==> config.mk <==
export PLATFORM = sky130hd
export DESIGN_NAME = regfile_mp_flat
export DESIGN_NICKNAME = d
export VERILOG_FILES = /design/src/rtl/regfile_mp_if.sv /design/src/rtl/regfile_mp.sv /design/src/flat_wrapper.sv
export SDC_FILE = /design/constraint.sdc
export NUM_CORES = 2
export LEC_CHECK = 0
export ABC_AREA = 1
export CORE_MARGIN = 4
export CORE_UTILIZATION = 51
export CTS_BUF_LIST = sky130_fd_sc_hd__clkbuf_4 sky130_fd_sc_hd__clkbuf_8
export DETAILED_ROUTE_END_ITERATION = 6
export GPL_TIMING_DRIVEN = 0
export PLACE_DENSITY = 0.68
export SYNTH_ARGS = -nofsm -noshare
export SYNTH_HDL_FRONTEND = slang
export SYNTH_SLANG_ARGS = --single-unit
==> constraint.sdc <==
create_clock -name clk -period 2.45 [get_ports clk]
set_input_delay 0.245 -clock clk [delete_from_list [all_inputs] [get_ports clk]]
set_output_delay 0.245 -clock clk [all_outputs]
set_load 0.01 [all_outputs]
==> src/rtl/regfile_mp_if.sv <==
// regfile_mp_if: bundles the four req/ack ports of regfile_mp plus the
// busy scoreboard.
//   ra_*  : read port A  (req, idx -> ack, data)
//   rb_*  : read port B  (req, idx -> ack, data)
//   w_*   : write port   (req, idx, data -> ack)
//   rsv_* : reserve port (req, idx -> ack)
//   busy_vec : registered scoreboard, bit i = register i busy
// master = requester (issue/writeback side), slave = register file.
interface regfile_mp_if #(
  parameter int unsigned DATA_W   = 32,
  parameter int unsigned NUM_REGS = 32,
  parameter int unsigned IDX_W    = 5
);
  logic                ra_req;
  logic [IDX_W-1:0]    ra_idx;
  logic                ra_ack;
  logic [DATA_W-1:0]   ra_data;
  logic                rb_req;
  logic [IDX_W-1:0]    rb_idx;
  logic                rb_ack;
  logic [DATA_W-1:0]   rb_data;
  logic                w_req;
  logic [IDX_W-1:0]    w_idx;
  logic [DATA_W-1:0]   w_data;
  logic                w_ack;
  logic                rsv_req;
  logic [IDX_W-1:0]    rsv_idx;
  logic                rsv_ack;
  logic [NUM_REGS-1:0] busy_vec;

  modport master (
    output ra_req, ra_idx, rb_req, rb_idx, w_req, w_idx, w_data, rsv_req, rsv_idx,
    input  ra_ack, ra_data, rb_ack, rb_data, w_ack, rsv_ack, busy_vec
  );

  modport slave (
    input  ra_req, ra_idx, rb_req, rb_idx, w_req, w_idx, w_data, rsv_req, rsv_idx,
    output ra_ack, ra_data, rb_ack, rb_data, w_ack, rsv_ack, busy_vec
  );
endinterface

==> src/rtl/regfile_mp.sv <==
// regfile_mp: multi-port register file with busy scoreboard.
//   clk   : rising-edge clock
//   rst_n : asynchronous active-low reset
//   bus   : regfile_mp_if.slave -- two read ports, one write port, one
//           reserve port (all req/ack, registered 1-cycle ack pulse) and
//           the registered busy_vec scoreboard.
// Register 0 reads as zero; indices >= NUM_REGS read as zero and are
// ignored on write/reserve. Busy reads/reserves stall until the register
// is written; BYPASS forwards a same-cycle write to a stalled or plain read.
module regfile_mp #(
  parameter int unsigned DATA_W   = 32,
  parameter int unsigned NUM_REGS = 32,
  parameter int unsigned IDX_W    = 5,
  parameter int unsigned SP_IDX   = 2,
  parameter logic [31:0] SP_INIT  = 32'h0001_0000,
  parameter int unsigned BYPASS   = 1
) (
  input logic        clk,
  input logic        rst_n,
  regfile_mp_if.slave bus
);

  logic [DATA_W-1:0]   regs_q [NUM_REGS];
  logic [DATA_W-1:0]   regs_d [NUM_REGS];
  logic [NUM_REGS-1:0] busy_q, busy_d;
  logic                ra_ack_q, ra_ack_d, rb_ack_q, rb_ack_d;
  logic                w_ack_q, w_ack_d, rsv_ack_q, rsv_ack_d;
  logic [DATA_W-1:0]   ra_data_q, ra_data_d, rb_data_q, rb_data_d;

  logic w_hit, byp_a, byp_b, ra_fire, rb_fire, rsv_fire;

  function automatic logic in_range(input logic [IDX_W-1:0] idx);
    return (idx != '0) && (32'(idx) < NUM_REGS);
  endfunction

  // Decoded by compare rather than direct indexing so that IDX_W wider
  // than the array never produces an out-of-bounds select.
  function automatic logic busy_of(input logic [IDX_W-1:0] idx);
    logic b;
    b = 1'b0;
    for (int unsigned i = 1; i < NUM_REGS; i++)
      if (idx == IDX_W'(i)) b = busy_q[i];
    return b;
  endfunction

  function automatic logic [DATA_W-1:0] reg_of(input logic [IDX_W-1:0] idx);
    logic [DATA_W-1:0] v;
    v = '0;
    for (int unsigned i = 1; i < NUM_REGS; i++)
      if (idx == IDX_W'(i)) v = regs_q[i];
    return v;
  endfunction

  always_comb begin
    regs_d    = regs_q;
    busy_d    = busy_q;
    ra_data_d = ra_data_q;
    rb_data_d = rb_data_q;

    w_ack_d = bus.w_req && !w_ack_q;
    w_hit   = w_ack_d && in_range(bus.w_idx);

    byp_a = (BYPASS != 0) && w_hit && (bus.ra_idx == bus.w_idx);
    byp_b = (BYPASS != 0) && w_hit && (bus.rb_idx == bus.w_idx);

    ra_fire = bus.ra_req && !ra_ack_q && (!busy_of(bus.ra_idx) || byp_a);
    rb_fire = bus.rb_req && !rb_ack_q && (!busy_of(bus.rb_idx) || byp_b);
    ra_ack_d = ra_fire;
    rb_ack_d = rb_fire;
    if (ra_fire) ra_data_d = byp_a ? bus.w_data : reg_of(bus.ra_idx);
    if (rb_fire) rb_data_d = byp_b ? bus.w_data : reg_of(bus.rb_idx);

    // Reserve sees start-of-cycle busy, so a write clearing the same
    // index this cycle still stalls it once.
    rsv_fire  = bus.rsv_req && !rsv_ack_q && !busy_of(bus.rsv_idx);
    rsv_ack_d = rsv_fire;

    for (int unsigned i = 1; i < NUM_REGS; i++) begin
      if (w_hit && (bus.w_idx == IDX_W'(i))) begin
        regs_d[i] = bus.w_data;
        busy_d[i] = 1'b0;
      end
      if (rsv_fire && (bus.rsv_idx == IDX_W'(i)))
        busy_d[i] = 1'b1;
    end
    busy_d[0] = 1'b0;
  end

  always_ff @(posedge clk or negedge rst_n) begin
    if (!rst_n) begin
      for (int unsigned i = 0; i < NUM_REGS; i++)
        regs_q[i] <= ((SP_IDX != 0) && (i == SP_IDX)) ? DATA_W'(SP_INIT) : '0;
      busy_q    <= '0;
      ra_ack_q  <= 1'b0;
      rb_ack_q  <= 1'b0;
      w_ack_q   <= 1'b0;
      rsv_ack_q <= 1'b0;
      ra_data_q <= '0;
      rb_data_q <= '0;
    end else begin
      regs_q    <= regs_d;
      busy_q    <= busy_d;
      ra_ack_q  <= ra_ack_d;
      rb_ack_q  <= rb_ack_d;
      w_ack_q   <= w_ack_d;
      rsv_ack_q <= rsv_ack_d;
      ra_data_q <= ra_data_d;
      rb_data_q <= rb_data_d;
    end
  end

  assign bus.ra_ack   = ra_ack_q;
  assign bus.ra_data  = ra_data_q;
  assign bus.rb_ack   = rb_ack_q;
  assign bus.rb_data  = rb_data_q;
  assign bus.w_ack    = w_ack_q;
  assign bus.rsv_ack  = rsv_ack_q;
  assign bus.busy_vec = busy_q;

endmodule

==> src/flat_wrapper.sv <==
// flat-port wrapper written by rule: the top's interface ports become plain ports
module regfile_mp_flat 
#(
  parameter int unsigned DATA_W   = 32,
  parameter int unsigned NUM_REGS = 32,
  parameter int unsigned IDX_W    = 5,
  parameter int unsigned SP_IDX   = 2,
  parameter logic [31:0] SP_INIT  = 32'h0001_0000,
  parameter int unsigned BYPASS   = 1
)
  (clk, rst_n, bus_ra_req, bus_ra_idx, bus_rb_req, bus_rb_idx, bus_w_req, bus_w_idx, bus_w_data, bus_rsv_req, bus_rsv_idx, bus_ra_ack, bus_ra_data, bus_rb_ack, bus_rb_data, bus_w_ack, bus_rsv_ack, bus_busy_vec);
  regfile_mp_if #(.DATA_W(DATA_W), .NUM_REGS(NUM_REGS), .IDX_W(IDX_W)) bus_i ();
  input logic clk;
  input logic rst_n;
  input wire logic [$bits(bus_i.ra_req)-1:0] bus_ra_req;
  input wire logic [$bits(bus_i.ra_idx)-1:0] bus_ra_idx;
  input wire logic [$bits(bus_i.rb_req)-1:0] bus_rb_req;
  input wire logic [$bits(bus_i.rb_idx)-1:0] bus_rb_idx;
  input wire logic [$bits(bus_i.w_req)-1:0] bus_w_req;
  input wire logic [$bits(bus_i.w_idx)-1:0] bus_w_idx;
  input wire logic [$bits(bus_i.w_data)-1:0] bus_w_data;
  input wire logic [$bits(bus_i.rsv_req)-1:0] bus_rsv_req;
  input wire logic [$bits(bus_i.rsv_idx)-1:0] bus_rsv_idx;
  output wire logic [$bits(bus_i.ra_ack)-1:0] bus_ra_ack;
  output wire logic [$bits(bus_i.ra_data)-1:0] bus_ra_data;
  output wire logic [$bits(bus_i.rb_ack)-1:0] bus_rb_ack;
  output wire logic [$bits(bus_i.rb_data)-1:0] bus_rb_data;
  output wire logic [$bits(bus_i.w_ack)-1:0] bus_w_ack;
  output wire logic [$bits(bus_i.rsv_ack)-1:0] bus_rsv_ack;
  output wire logic [$bits(bus_i.busy_vec)-1:0] bus_busy_vec;
  assign bus_i.ra_req = bus_ra_req;
  assign bus_i.ra_idx = bus_ra_idx;
  assign bus_i.rb_req = bus_rb_req;
  assign bus_i.rb_idx = bus_rb_idx;
  assign bus_i.w_req = bus_w_req;
  assign bus_i.w_idx = bus_w_idx;
  assign bus_i.w_data = bus_w_data;
  assign bus_i.rsv_req = bus_rsv_req;
  assign bus_i.rsv_idx = bus_rsv_idx;
  assign bus_ra_ack = bus_i.ra_ack;
  assign bus_ra_data = bus_i.ra_data;
  assign bus_rb_ack = bus_i.rb_ack;
  assign bus_rb_data = bus_i.rb_data;
  assign bus_w_ack = bus_i.w_ack;
  assign bus_rsv_ack = bus_i.rsv_ack;
  assign bus_busy_vec = bus_i.busy_vec;
  regfile_mp #(.DATA_W(DATA_W), .NUM_REGS(NUM_REGS), .IDX_W(IDX_W), .SP_IDX(SP_IDX), .SP_INIT(SP_INIT), .BYPASS(BYPASS)) u_core (.clk(clk), .rst_n(rst_n), .bus(bus_i));
endmodule
==> impl_table.tex <==
\begin{tabular}{lr}
\hline
Metric & Value \\
\hline
\multicolumn{2}{l}{\textbf{Global route}} \\
\quad Pin count of the biggest net entering global routing & 179 \\
\quad Vias in the first global route & 57900 \\
\quad Aggregate global-route resource usage & 47.4\% \\
\quad Number of antenna violations at the first check in global routing & 18 \\
\quad Wire length of the first global-routing pass & 400000 µm \\
\quad Total gr overflow & 0 \\
\multicolumn{2}{l}{\textbf{Setup path}} \\
\quad Reg-to-Reg Start & u\_core.regs\_q[987] \\
\quad Length in cells of the worst reg-to-reg path & 21 \\
\quad Setup CP Type & flop to flop \\
\quad Category of the worst setup path capture point & flop \\
\quad WP data required & 3.28 ns \\
\quad Reg2reg end & u\_core.bus.ra\_data[27] \\
\quad Timing startpoint of the critical path & u\_core.regs\_q[987] \\
\quad Max Fanout on Critical Path & 2 \\
\quad Data arrival time of the critical path & 4.86 ns \\
\quad Startpoint Class & flop \\
\quad Crit path capture & u\_core.bus.ra\_data[27] \\
\quad Worst reg2reg setup slack & -1.58 ns \\
\multicolumn{2}{l}{\textbf{Finish}} \\
\quad Net count, final & 8439 \\
\quad Layout-stage area growth over the synthesis result & 18.1\% \\
\quad Post-route insts no fill & 10000 \\
\quad Layout cells sized above 1 & 12.2\% \\
\multicolumn{2}{l}{\textbf{Logic synthesis}} \\
\quad Top area cells in the synthesized netlist & dfrtp\_1 (48\%), nand2\_1 (20\%), o21ai\_0 (9.9\%) \\
\quad Number of register bits inferred by synthesis & 1091 \\
\quad Syn Area/Cell & 7.12 µm² \\
\quad Leading area contributor after synthesis & dfrtp\_1 \\
\quad Count of unique library cells instantiated by Yosys & 29 \\
\quad Number of standard cells after synthesis & 7982 \\
\quad Portion of synthesized cell area occupied by the leading cell type & 48.0\% \\
\quad Netlist area before placement & 56800 µm² \\
\quad Synthesized net count & 8040 \\
\quad EDFF count, synth & 0 \\
\quad Yosys warns & 0 \\
\quad Dominant register cell in the synthesized netlist & dfrtp\_1 \\
\quad Sequential cell area fraction in the yosys report & 48.1\% \\
\quad Proportion of synthesized flip-flops having asynchronous set or reset & 100\% \\
\multicolumn{2}{l}{\textbf{Timing}} \\
\quad Count of pins over their slew limit & 69 \\
\quad Setup repair after global routing missed its margin & yes \\
\quad Post-route minimum period & 4.03 ns \\
\quad Maximum clock rate & 0.248 GHz \\
\quad Slew of the pin with the lowest slew margin & 1.66 ns \\
\quad Setup-violating endpoint count in the final report & 102 \\
\quad Worst slew margin & -10.9\% \\
\quad Worst clock skew on the final layout & 0.0325 ns \\
\quad Endpoints failing hold & 0 \\
\quad Total Negative Setup Slacks & -88.92 ns \\
\quad Final Cycle Share & 164\% \\
\quad PnR worst setup slack & -1.58 ns \\
\multicolumn{2}{l}{\textbf{Power}} \\
\quad Net switching power figure & 17.4 mW \\
\quad Total leakage power & 29.9 nW \\
\quad Fraction of power spent switching nets & 33.5\% \\
\quad Logic gate share of total power & 18.6\% \\
\quad Power per Cell Area & 774 nW/µm² \\
\quad Worst-case vdd ir drop & 0.610 mV \\
\quad Internal power & 34.5 mW \\
\quad Share of total power in sequential cells & 46.1\% \\
\quad Design Power & 51.9 mW \\
\quad Fraction of power consumed by the clock network & 35.3\% \\
\multicolumn{2}{l}{\textbf{Clock tree}} \\
\quad Insertion delay of the later-clocked pin in the worst-skew pair & 0.97 ns \\
\quad Clock sink count & 1091 \\
\quad H-tree level count & 4 \\
\quad Cts bufs inserted & 190 \\
\quad Master cell of the clock root buffer & clkbuf\_8 \\
\quad CTS clock-pin slew for the worst setup and hold paths & 0.07 ns \\
\quad Clock tree buffer depth & 3 \\
\quad TritonCTS clock tree & done \\
\multicolumn{2}{l}{\textbf{Detailed routing}} \\
\quad Number of vias per cell after detailed routing & 6.23 \\
\quad Via count & 62400 \\
\quad Mean routed wirelength per cell & 28.2 µm \\
\quad DRC violation count after routing & 1 \\
\quad Number of routed nets with antenna violations & 0 \\
\quad Detailed-routing iteration count for the pre-antenna-repair pass & 7 \\
\quad Iter 0 DRT Violations & 9155 \\
\quad Final wirelength & 282000 µm \\
\multicolumn{2}{l}{\textbf{Placed design}} \\
\quad Placed Cells incl. Taps & 9627 \\
\quad Number of buffer cells added on primary ports & 150 \\
\quad Hpwl dp & 207000 µm \\
\quad Setup WS pre-CTS & -3.11 ns \\
\quad RePlAce Congestion & 1.03 \\
\multicolumn{2}{l}{\textbf{Die}} \\
\quad Number of rows in the core area & 122 \\
\quad Std-Cell Core Area & 111000 µm² \\
\quad Overall die area & 117000 µm² \\
\quad Ports placed on the boundary & 158 \\
\quad Initial Util & 51.3\% \\
\quad Horiz. Die Dim & 342 µm \\
\quad Overall die height & 342 µm \\
\multicolumn{2}{l}{\textbf{Hold path}} \\
\quad Worst min path class & input port to flop \\
\multicolumn{2}{l}{\textbf{Status}} \\
\quad Result of the run & finished, violations left \\
\quad Failing checks & design-rule violations, max-capacitance violations, max-slew violations, negative setup slack \\
\multicolumn{2}{l}{\textbf{Run}} \\
\quad Max\_cap viols & 6 \\
\hline
\end{tabular}
## final cells by class
| type | instances | area, µm² |
|---|---|---|
| timing repair buffer | 208 | 2290 |
| clock inverter | 29 | 323 |
| clock buffer | 295 | 3700 |
| buffer | 606 | 2690 |
| antenna | 16 | 40.0 |
| fill | 10500 | 43600 |
| multi-input combinational | 5777 | 27000 |
| tap | 1488 | 1860 |
| inverter | 507 | 1910 |
| sequential | 1091 | 27300 |
## cell families (layout without fill, tap and decap cells)
family | count (synthesis) | in the layout | share of synthesized area (%)
other | 1 | 17 | 0.00660
buffers and inverters | 1114 | 1645 | 7.49
AO/OA/AOI/OAI | 1226 | 1226 | 11.2
flip-flops | 1091 | 1091 | 48.1
XOR/XNOR | 6 | 6 | 0.0925
AND/OR/NAND/NOR | 4544 | 4544 | 33.2
## metrics by stage
step / util (%) / area (µm²) / hold slack, ns
2_1_floorplan: - / 56800 / -0.0506
3_3_place_gp: 54.4 / 60200 / 0.457
3_5_place_dp: 54.6 / 60400 / 0.305
4_1_cts: 60.0 / 66400 / 0.00293
5_1_grt: 60.6 / 67100 / 0.0824
6_report: 60.6 / 67100 / 0.0553
## state kept, by name, summed over array words and instances (netlist names)
register,count
u_core.bus.rb_data,32
u_core.bus.busy_vec,31
u_core.bus.ra_ack,1
u_core.regs_q,992
u_core.bus.w_ack,1
u_core.bus.rsv_ack,1
u_core.bus.ra_data,32
u_core.bus.rb_ack,1
## worst min-delay path by stage
stage | startpoint | endpoint | slack, ns | cells after the start
2_1_floorplan | rst_n | u_core.bus.busy_vec[10] | -0.05 | 0
3_3_place_gp | u_core.bus.ra_data[18] | u_core.bus.ra_data[18] | 0.46 | 2
3_5_place_dp | rst_n | u_core.regs_q[694] | 0.30 | 1
4_1_cts | bus_w_data[24] | u_core.bus.rb_data[24] | 0.003 | 5
5_1_grt | bus_w_data[9] | u_core.bus.ra_data[9] | 0.08 | 5
6_report | bus_w_data[13] | u_core.bus.rb_data[13] | 0.06 | 5
## power groups by stage
stage | logic, mW | clock network [mW] | registers [mW]
after global placement | 8.25 | 0 | 24.1
after detailed placement | 8.69 | 0 | 24.0
after floorplan | 4.42 | 0 | 23.3
after CTS | 9.17 | 18.2 | 23.7
after global routing | 10.4 | 19.1 | 24.2
final | 9.66 | 18.3 | 23.9
## cells in the mapped netlist, types with 5 or more instances
| cell type | n |
|---|---|
| a21oi_1 | 41 |
| inv_2 | 6 |
| nand2_2 | 7 |
| inv_1 | 500 |
| nand2_1 | 2952 |
| nor4_1 | 12 |
| nor2_1 | 817 |
| buf_1 | 12 |
| nor2_2 | 5 |
| clkbuf_1 | 539 |
| nor3_1 | 25 |
| nand3_1 | 117 |
| nand4_1 | 598 |
| o21ai_0 | 1126 |
| xor2_1 | 6 |
| o2111ai_1 | 54 |
| dfrtp_1 | 1090 |
| buf_2 | 54 |
| nor3b_1 | 5 |
## critical path: stages (launching register included)
cell and delay (ns):
dfrtp_1 0.41, buf_6 0.14, nand4_1 0.11, nand2_2 0.09
nor2_4 0.19, nand4_1 0.15, nand2_1 0.09, nand4_1 0.39
nand2_1 0.19, nand4_1 0.13, nor2_1 0.15, nand4_1 0.15
nor2_2 0.15, nand4_1 0.33, nor2_2 0.33, nand4_1 0.25
nor2_2 0.17, nand4_1 0.16, nand2_2 0.12, nand2_1 0.06
nand3_1 0.07, nand2_1 0.08
## metal layers
layer  routed length (µm)  global-route usage [%]  vias to the layer above
met5                  103                   0.542                        -
met4                23100                    31.8                        6
met3                42100                    19.9                      997
met2               113000                    64.8                     4460
met1               104000                    61.0                    30200
li1                     -                       -                    26700
## cell usage in the layout, fill, tap and decap left out, drive strengths merged
cell type,count
inv,511
xor2,6
diode,16
o22ai,2
nand3,117
bufinv,5
nor2,822
dfrtp,1090
dfstp,1
a221oi,1
or2,3
clkbuf,810
o21bai,2
nor3,27
nor3b,5
o21ai,1126
clkdlybuf4s50,143
nand2,2959
dlymetal6s2s,3
o2111ai,54
dlygate4sd3,23
conb,1
buf,128
clkinvlp,4
nand4,598
a21oi,41
nor4,13
clkdlybuf4s15,2
clkinv,16
## timing repair
item                       in CTS  in global routing
setup endpoints to repair     903               1116
hold endpoints to repair      329                  0
hold buffers                   24                  0
cloned                          1                  3
pin swaps                     215                249
buffers inserted               16                 10
resized for setup             526                355
(Power assumes the default switching activity.)
